## src/rtl/keypad_scanner.sv

```systemverilog
// Purpose : scans a 4x4 active-low matrix keypad, debounces it and emits one key event per press.
// Latency : press accepted on the DEBOUNCE_SCANS-th agreeing tick; key_valid pulses 1 cycle later.
// Backpres: none. key_valid is a single-cycle pulse and key_code holds until the next press.
//
// Ports
//   clk       system clock (100 MHz)
//   rst_n     asynchronous active-low reset, released synchronously
//   row[3:0]  keypad rows, active low, asynchronous to clk
//   col[3:0]  column drive, active low, exactly one bit low
//   key_code  {row_idx, col_idx} of the last accepted press
//   key_valid one-cycle pulse per accepted press
//   key_held  high from accept until the release has been debounced
module keypad_scanner #(
    parameter int SCAN_DIV       = 16384,
    parameter int DEBOUNCE_SCANS = 4
) (
    input  logic       clk,
    input  logic       rst_n,
    input  logic [3:0] row,
    output logic [3:0] col,
    output logic [3:0] key_code,
    output logic       key_valid,
    output logic       key_held
);

    localparam int DIV_W = (SCAN_DIV > 1) ? $clog2(SCAN_DIV) : 1;
    localparam int CNT_W = $clog2(DEBOUNCE_SCANS + 1);

    typedef enum logic [1:0] {
        SCAN     = 2'd0,
        DEBOUNCE = 2'd1,
        PRESSED  = 2'd2
    } state_t;

    state_t           state, state_nxt;
    logic [3:0]       sync1, row_s;
    logic [DIV_W-1:0] div_cnt;
    logic             tick;
    logic [1:0]       col_idx, col_idx_nxt;
    logic [CNT_W-1:0] cnt, cnt_nxt, cnt_inc;
    logic [1:0]       cand_row, cand_row_nxt;
    logic [3:0]       key_code_nxt;
    logic             key_valid_nxt;
    logic             key_held_nxt;
    logic [2:0]       zeros;
    logic [1:0]       row_idx;
    logic             single;
    logic             idle;

    // Two-flop synchronizer; rows idle high so reset to all ones.
    always_ff @(posedge clk or negedge rst_n) begin
        if (!rst_n) begin
            sync1 <= 4'b1111;
            row_s <= 4'b1111;
        end else begin
            sync1 <= row;
            row_s <= sync1;
        end
    end

    // Free-running column-slot divider.
    assign tick = (div_cnt == DIV_W'(SCAN_DIV - 1));

    always_ff @(posedge clk or negedge rst_n) begin
        if (!rst_n) begin
            div_cnt <= '0;
        end else if (tick) begin
            div_cnt <= '0;
        end else begin
            div_cnt <= div_cnt + 1'b1;
        end
    end

    // Sample qualification: count low rows and locate the (last) low one.
    // row_idx is only meaningful when exactly one row is low.
    always_comb begin
        zeros   = 3'd0;
        row_idx = 2'd0;
        for (int i = 0; i < 4; i++) begin
            zeros = zeros + {2'b00, ~row_s[i]};
            if (!row_s[i]) begin
                row_idx = i[1:0];
            end
        end
    end

    assign single  = (zeros == 3'd1);
    assign idle    = (zeros == 3'd0);
    assign cnt_inc = cnt + 1'b1;

    // Next-state / output logic. Everything only moves on a tick.
    always_comb begin
        state_nxt     = state;
        col_idx_nxt   = col_idx;
        cnt_nxt       = cnt;
        cand_row_nxt  = cand_row;
        key_code_nxt  = key_code;
        key_valid_nxt = 1'b0;
        key_held_nxt  = key_held;

        case (state)
            SCAN: begin
                if (tick) begin
                    if (single) begin
                        if (DEBOUNCE_SCANS == 1) begin
                            cand_row_nxt  = row_idx;
                            key_code_nxt  = {row_idx, col_idx};
                            key_valid_nxt = 1'b1;
                            key_held_nxt  = 1'b1;
                            cnt_nxt       = '0;
                            state_nxt     = PRESSED;
                        end else begin
                            cand_row_nxt = row_idx;
                            cnt_nxt      = CNT_W'(1);
                            state_nxt    = DEBOUNCE;
                        end
                    end else begin
                        col_idx_nxt = col_idx + 2'd1;
                    end
                end
            end

            DEBOUNCE: begin
                if (tick) begin
                    if (single && (row_idx == cand_row)) begin
                        if (cnt_inc == CNT_W'(DEBOUNCE_SCANS)) begin
                            key_code_nxt  = {cand_row, col_idx};
                            key_valid_nxt = 1'b1;
                            key_held_nxt  = 1'b1;
                            cnt_nxt       = '0;
                            state_nxt     = PRESSED;
                        end else begin
                            cnt_nxt = cnt_inc;
                        end
                    end else begin
                        cnt_nxt     = '0;
                        col_idx_nxt = col_idx + 2'd1;
                        state_nxt   = SCAN;
                    end
                end
            end

            PRESSED: begin
                // Column stays frozen; any low row counts as still pressed.
                if (tick) begin
                    if (idle) begin
                        if (cnt_inc == CNT_W'(DEBOUNCE_SCANS)) begin
                            key_held_nxt = 1'b0;
                            cnt_nxt      = '0;
                            col_idx_nxt  = col_idx + 2'd1;
                            state_nxt    = SCAN;
                        end else begin
                            cnt_nxt = cnt_inc;
                        end
                    end else begin
                        cnt_nxt = '0;
                    end
                end
            end

            default: begin
                cnt_nxt   = '0;
                state_nxt = SCAN;
            end
        endcase
    end

    // Column drive is registered from the next index so col and col_idx move together.
    always_ff @(posedge clk or negedge rst_n) begin
        if (!rst_n) begin
            state     <= SCAN;
            col_idx   <= 2'd0;
            col       <= 4'b1110;
            cnt       <= '0;
            cand_row  <= 2'd0;
            key_code  <= 4'd0;
            key_valid <= 1'b0;
            key_held  <= 1'b0;
        end else begin
            state     <= state_nxt;
            col_idx   <= col_idx_nxt;
            col       <= ~(4'b0001 << col_idx_nxt);
            cnt       <= cnt_nxt;
            cand_row  <= cand_row_nxt;
            key_code  <= key_code_nxt;
            key_valid <= key_valid_nxt;
            key_held  <= key_held_nxt;
        end
    end

endmodule

```

## config.mk

```make
export PLATFORM = sky130hd
export DESIGN_NAME = keypad_scanner
export DESIGN_NICKNAME = d
export VERILOG_FILES = /design/src/rtl/keypad_scanner.sv
export SDC_FILE = /design/constraint.sdc
export NUM_CORES = 1
export LEC_CHECK = 0
export ABC_AREA = 1
export CORE_UTILIZATION = 40
export CTS_CLUSTER_DIAMETER = 60
export DETAILED_ROUTE_END_ITERATION = 12
export DONT_BUFFER_PORTS = 1
export PLACE_DENSITY_LB_ADDON = 0.12
export SLEW_MARGIN = 20
export SYNTH_ARGS = -nofsm -noshare
export SYNTH_HDL_FRONTEND = slang
export SYNTH_SLANG_ARGS = --single-unit
```

## constraint.sdc

```tcl
create_clock -name clk -period 3.16 [get_ports clk]
set_clock_uncertainty 0.15 [all_clocks]
set_input_delay 0.316 -clock clk [delete_from_list [all_inputs] [get_ports clk]]
set_output_delay 0.316 -clock clk [all_outputs]
set_load 0.01 [all_outputs]
```

==> results of run 1 <==
-- final timing paths --
check | to | slack (ns) | cells past startpoint
max reg2reg | col[0] | 0.35 | 12
min | row_s[0] | 0.21 | 0
min in group asynchronous | div_cnt[10] | 0.33 | 2
min reg2reg | row_s[0] | 0.21 | 0
max in group asynchronous | col[3] | 2.26 | 2
max | col[0] | 0.35 | 12
-- routing by layer --
metal	GRT usage [%]	share of wire, %
met1	21.11	50
met3	3.388	3.3
met2	25.45	45
met4	8.333	2.2
met5	0	0
-- per-stage QoR --
stage | worst slack, ns | utilization [%] | instance area [um2] | power [W]
floorplan | 0.6115 | - | 2085 | 0.0005745
global placement | 0.3558 | 44.44 | 2168 | 0.0005809
detailed placement | 0.3760 | 44.44 | 2168 | 0.0005808
CTS | 0.3235 | 48.05 | 2345 | 0.001020
global route | 0.02789 | 48.05 | 2345 | 0.001049
finish | 0.3514 | 48.05 | 2345 | 0.001000
-- cell type report --
type / count / area share (%)
clock buffer: 6 / 3.095
clock inverter: 2 / 1.441
inverter: 42 / 6.724
multi-input combinational: 153 / 37.83
sequential: 41 / 44.34
tap: 67 / 3.575
timing repair buffer: 6 / 2.988
-- worst max-delay path, stage by stage, from the launching register on --
cell and delay [ns]:
dfstp_2 0.58, fa_1 0.42, inv_1 0.07, ha_1 0.14, ha_1 0.23, nor3_1 0.33
inv_1 0.16, o21ai_0 0.17, nand2_1 0.07, nand3_1 0.13, nand3_1 0.10, nor2_2 0.11
nand2_1 0.05
-- state kept, by name, summed over array words and instances (netlist names) --
register   cells
div_cnt       14
key_code       4
key_held       1
col            4
cnt            3
col_idx        2
key_valid      1
cand_row       2
row_s          4
state          2
sync1          4
-- kinds of logic after synthesis --
logic type                 synth area share (%)
AOI/OAI and AO/OA                         7.324
xor gates and xnor gates                  2.941
adders and majority gates                 4.562
buffers and inverters                     7.563
DFF                                       49.88
and+or+nand+nor                           27.73
-- Yosys cell counts --
cell type   n  share of area (%)
nand2_1    51                9.2
inv_1      40                7.2
dfrtp_1    30                 36
nand3_1    23                5.5
nor2_1     16                2.9
o21ai_0    12                2.9
dfstp_2    11                 14
a21oi_1    10                2.4
ha_1        6                3.6
xor2_1      5                2.1
nor3_1      4               0.96
nand2_2     3               0.90
nand4_2     3                1.8
nor2_4      3                1.6
inv_2       2               0.36
nand4_1     2               0.60
nor2_2      2               0.60
o21ai_1     2               0.48
xnor2_1     2               0.84
a21oi_2     1               0.42
a21oi_4     1               0.78
fa_1        1               0.96
nand2_4     1               0.54
nand4_4     1                1.0
nor2_8      1               0.96
nor3_4      1               0.78
nor3b_1     1               0.36
o31ai_1     1               0.36
-- report_power, final --
group	internal [W]	leakage, nW	switching, W	total [W]
Sequential	0.000534	0.521	0.00000328	0.000537
Combinational	0.0000189	0.619	0.0000326	0.0000515
Clock	0.000233	0.0528	0.000178	0.000412
==> impl_metrics.csv, run 1 <==
group,metric,value,unit
outcome,status,"completed",
clock_network,cts.clk_slew.worst_paths,0.07,ns
floorplanning,die-area,0.005504,mm2
worst_setup_path,cp-startpoint,"row_s[3]",
sta,tns,0,ns
clock_network,post_cts_buffers,0,
clock_network,cts_tree,"yes",
final_layout,multi_input_area,887.1,um2
detailed_routing,drtIter0Drc,94,
clock_network,cts_resized,0,
global_routing,grt_pass1_vias,1464,
global_routing,gr-total-overflow,0,
final_layout,antenna-diode-count,0,
clock_network,ctsHoldBuffers,6,
sta,whs,0.2068,ns
detailed_routing,drt_wl_total,3777,um
floorplanning,row_count,25,
worst_setup_path,required,3.19,ns
sta,setup_viol,0,
floorplanning,num_io_pins,16,
yosys,synth_cell_type_count,28,
placed_design,finalWeightedCongestion,0.8386,
hold_path,holdCritStartpoint,"sync1[0]",
final_layout,fillerInstances,505,
yosys,synth_nets,249,
floorplanning,core_area,0.004880,mm2
yosys,synth_area,0.002084,mm2
final_layout,drive_above_1_share,14.80,%
sta,hold_viol,0,
worst_setup_path,cp-end-kind,"flop",
placed_design,dp_cells,303,
detailed_routing,first_pass_iters,4,
detailed_routing,viasPerCell,4.691,
detailed_routing,wl_per_cell,11.91,um
detailed_routing,vias,1487,
clock_network,cts.path.max_buffers,2,
job,drv_cap,0,
floorplanning,die_x,74.19,um
worst_setup_path,crit_type,"flop to flop",
yosys,yosysSeqAreaShare,49.88,%
sta,worst_pin_slew,0.4880,ns
sta,period_needed,2.809,ns
detailed_routing,drtAntennaViolNets,0,
final_layout,seqCellArea,0.001040,mm2
yosys,synth_area_per_cell,8.833,um2
yosys,synth-seq-cells,41,
global_routing,antenna_found_initial,0,
detailed_routing,remaining_drc_errors,0,
power,ir_drop,0.0002292,V
global_routing,grt_max_degree,42,
sta,min_period_over_period,88.88,%
power,p_per_area,426.7,mW/mm2
global_routing,grt_pass1_wl,6596,um
worst_setup_path,r2r-start,"row_s[3]",
sta,fmax,0.3561,GHz
clock_network,htree_levels,2,
floorplanning,die_h,74.19,um
final_layout,final_common_cell,"nand2_1",
placed_design,hpwl,2836,um
placed_design,port_buffers,0,
power,p_leak,1.192,nW
sta,max-slew-margin-rel,67.34,%
sta,drv_slew,0,
final_layout,nets,262,
worst_setup_path,cp.arrival,2.84,ns
clock_network,clk_latency,0.29,ns
worst_setup_path,critPathMaxFanout,5,
yosys,yosysWarnings,0,
final_layout,fin_cells,317,
worst_setup_path,start_kind,"flop",
clock_network,cts.sinks,41,
clock_network,cts_buffers,5,
hold_path,hold_path_class,"flop to flop",
final_layout,syn_to_final_growth,12.49,%
floorplanning,initial_core_util,42.72,%
sta,rsz0062_at_grt,"no",
clock_network,root_buffer,"clkbuf_8",
yosys,synth_cells,236,
global_routing,track_usage,16.18,%
final_layout,most-common-layout-cells,"nand2_1, inv_1, dfrtp_1",
(Power assumes the default switching activity.)
==> run 2: changes to the inputs <==
SKIP_CTS_REPAIR_TIMING = 1   (was unset)
==> run 2 against run 1 <==
Against the previous run: power is 0.13% higher; first-iteration DRC count is 4.3% lower; largest cell class unchanged; hold slack hardly changed; critical path type unchanged; worst setup slack hardly changed; via count is 0.54% higher; highest routed layer unchanged; non-clock buffer count stayed put; final cell count stayed put; flip-flop and latch count stayed put; combinational power is 2% higher.
==> impl_metrics.csv, run 2 (synthesized netlist as in run 1, its figures left out) <==
group,metric,value,unit
power,p_leak,1.196,nW
clock_network,htree_levels,2,
final_layout,seqCellArea,0.001040,mm2
sta,min_period_over_period,88.89,%
power,p_total,0.001002,W
final_layout,largest-register,"div_cnt",
sta,whs,0.2069,ns
sta,rsz0062_at_grt,"no",
global_routing,gr-total-overflow,0,
floorplanning,row_count,25,
clock_network,cts_buffers,5,
detailed_routing,viasPerCell,4.716,
sta,hold_viol,0,
job,drv_cap,0,
floorplanning,initial_core_util,42.72,%
final_layout,nets,262,
clock_network,cts.sinks,41,
sta,worst_pin_slew,0.4860,ns
global_routing,antenna_found_initial,0,
detailed_routing,remaining_drc_errors,0,
final_layout,final_common_cell,"nand2_1",
power,p_per_area,425.9,mW/mm2
final_layout,most-common-layout-cells,"nand2_1, inv_1, dfrtp_1",
sta,tns,0,ns
sta,setup_viol,0,
worst_setup_path,cp-end-kind,"flop",
detailed_routing,wl_per_cell,11.91,um
detailed_routing,first_pass_iters,4,
global_routing,grt_pass1_vias,1447,
floorplanning,num_io_pins,16,
detailed_routing,drtIter0Drc,90,
worst_setup_path,crit_type,"flop to flop",
final_layout,utilization,48.21,%
placed_design,finalWeightedCongestion,0.8386,
hold_path,hold_path_class,"flop to flop",
worst_setup_path,required,3.19,ns
worst_setup_path,start_kind,"flop",
placed_design,hpwl,2836,um
sta,fmax,0.3560,GHz
clock_network,cts.path.max_buffers,2,
detailed_routing,drtAntennaViolNets,0,
worst_setup_path,r2r-start,"row_s[3]",
clock_network,clk_latency,0.29,ns
floorplanning,core_area,0.004880,mm2
clock_network,cts_tree,"yes",
sta,period_needed,2.809,ns
outcome,status,"completed",
worst_setup_path,cp.arrival,2.84,ns
worst_setup_path,critPathMaxFanout,5,
clock_network,root_buffer,"clkbuf_8",
sta,max-slew-margin-rel,67.48,%
final_layout,drive_above_1_share,14.80,%
final_layout,fillerInstances,501,
power,ir_drop,0.0002296,V
floorplanning,die_x,74.19,um
global_routing,grt_pass1_wl,6568,um
detailed_routing,vias,1495,
global_routing,grt_max_degree,42,
detailed_routing,drt_wl_total,3774,um
final_layout,syn_to_final_growth,12.85,%
clock_network,cts.clk_slew.worst_paths,0.07,ns
global_routing,track_usage,16.13,%
floorplanning,die-area,0.005504,mm2
final_layout,multi_input_area,887.1,um2
final_layout,antenna-diode-count,0,
floorplanning,die_h,74.19,um
hold_path,holdCritStartpoint,"sync1[0]",
worst_setup_path,cp-startpoint,"row_s[3]",
placed_design,port_buffers,0,
sta,drv_slew,0,
final_layout,largest_register_ffs,14,
[run 2: cell types whose count changed in the layout (fill, tap and decap cells not counted)]
cell    delta
buf_12     -1
buf_16     +1
[run 2: worst paths after layout]
path                            slack (ns)          end  cells after the start
worst max-delay path                  0.35       col[0]                     12
worst min-delay path                  0.21     row_s[0]                      0
worst max register to register        0.35       col[0]                     12
worst min register to register        0.21     row_s[0]                      0
max in group asynchronous             2.23       col[2]                      2
min in group asynchronous             0.37  div_cnt[10]                      2
[run 2: per-stage QoR]
stage | instance area (um2) | worst slack (ns) | std cells
4_1_cts | 2275 | 0.3235 | 311
6_report | 2352 | 0.3512 | 317
3_5_place_dp | 2168 | 0.3760 | 303
3_3_place_gp | 2168 | 0.3558 | 303
2_1_floorplan | 2085 | 0.6115 | 236
5_1_grt | 2352 | 0.02789 | 317
[run 2: where the power goes]
part | switching, W | leakage (nW) | total [W] | internal (W)
Combinational | 0.0000328 | 0.622 | 0.0000526 | 0.0000198
Sequential | 0.00000328 | 0.521 | 0.000537 | 0.000534
Clock | 0.000179 | 0.0528 | 0.000412 | 0.000233
Total | 0.000215 | 1.20 | 0.00100 | 0.000787
[run 2: critical path, stage by stage (launching register included)]
cell and delay (ns):
dfstp_2 0.58, fa_1 0.42, inv_1 0.07, ha_1 0.14, ha_1 0.23, nor3_1 0.33, inv_1 0.16, o21ai_0 0.17
nand2_1 0.07, nand3_1 0.13, nand3_1 0.10, nor2_2 0.11, nand2_1 0.05
[run 2: area by class of cell]
cell class                      instances  share of cell area [%]
Sequential cell                        41                   44.20
Multi-Input combinational cell        153                   37.71
Inverter                               42                   6.702
Tap cell                               67                   3.564
Timing Repair Buffer                    6                   3.298
Clock buffer                            6                   3.085
Clock inverter                          2                   1.436
[run 2: per-layer routing]
metal  vias to the layer above  share of wire (%)  GRT usage (%)  wire length (um)
met2                        18                 45          25.15              1704
met4                         0                2.2          8.333                83
met3                         8                3.3          3.388               124
li1                        775                  -              -                 -
met5                         -                  0              0                 0
met1                       694                 49          21.19              1861
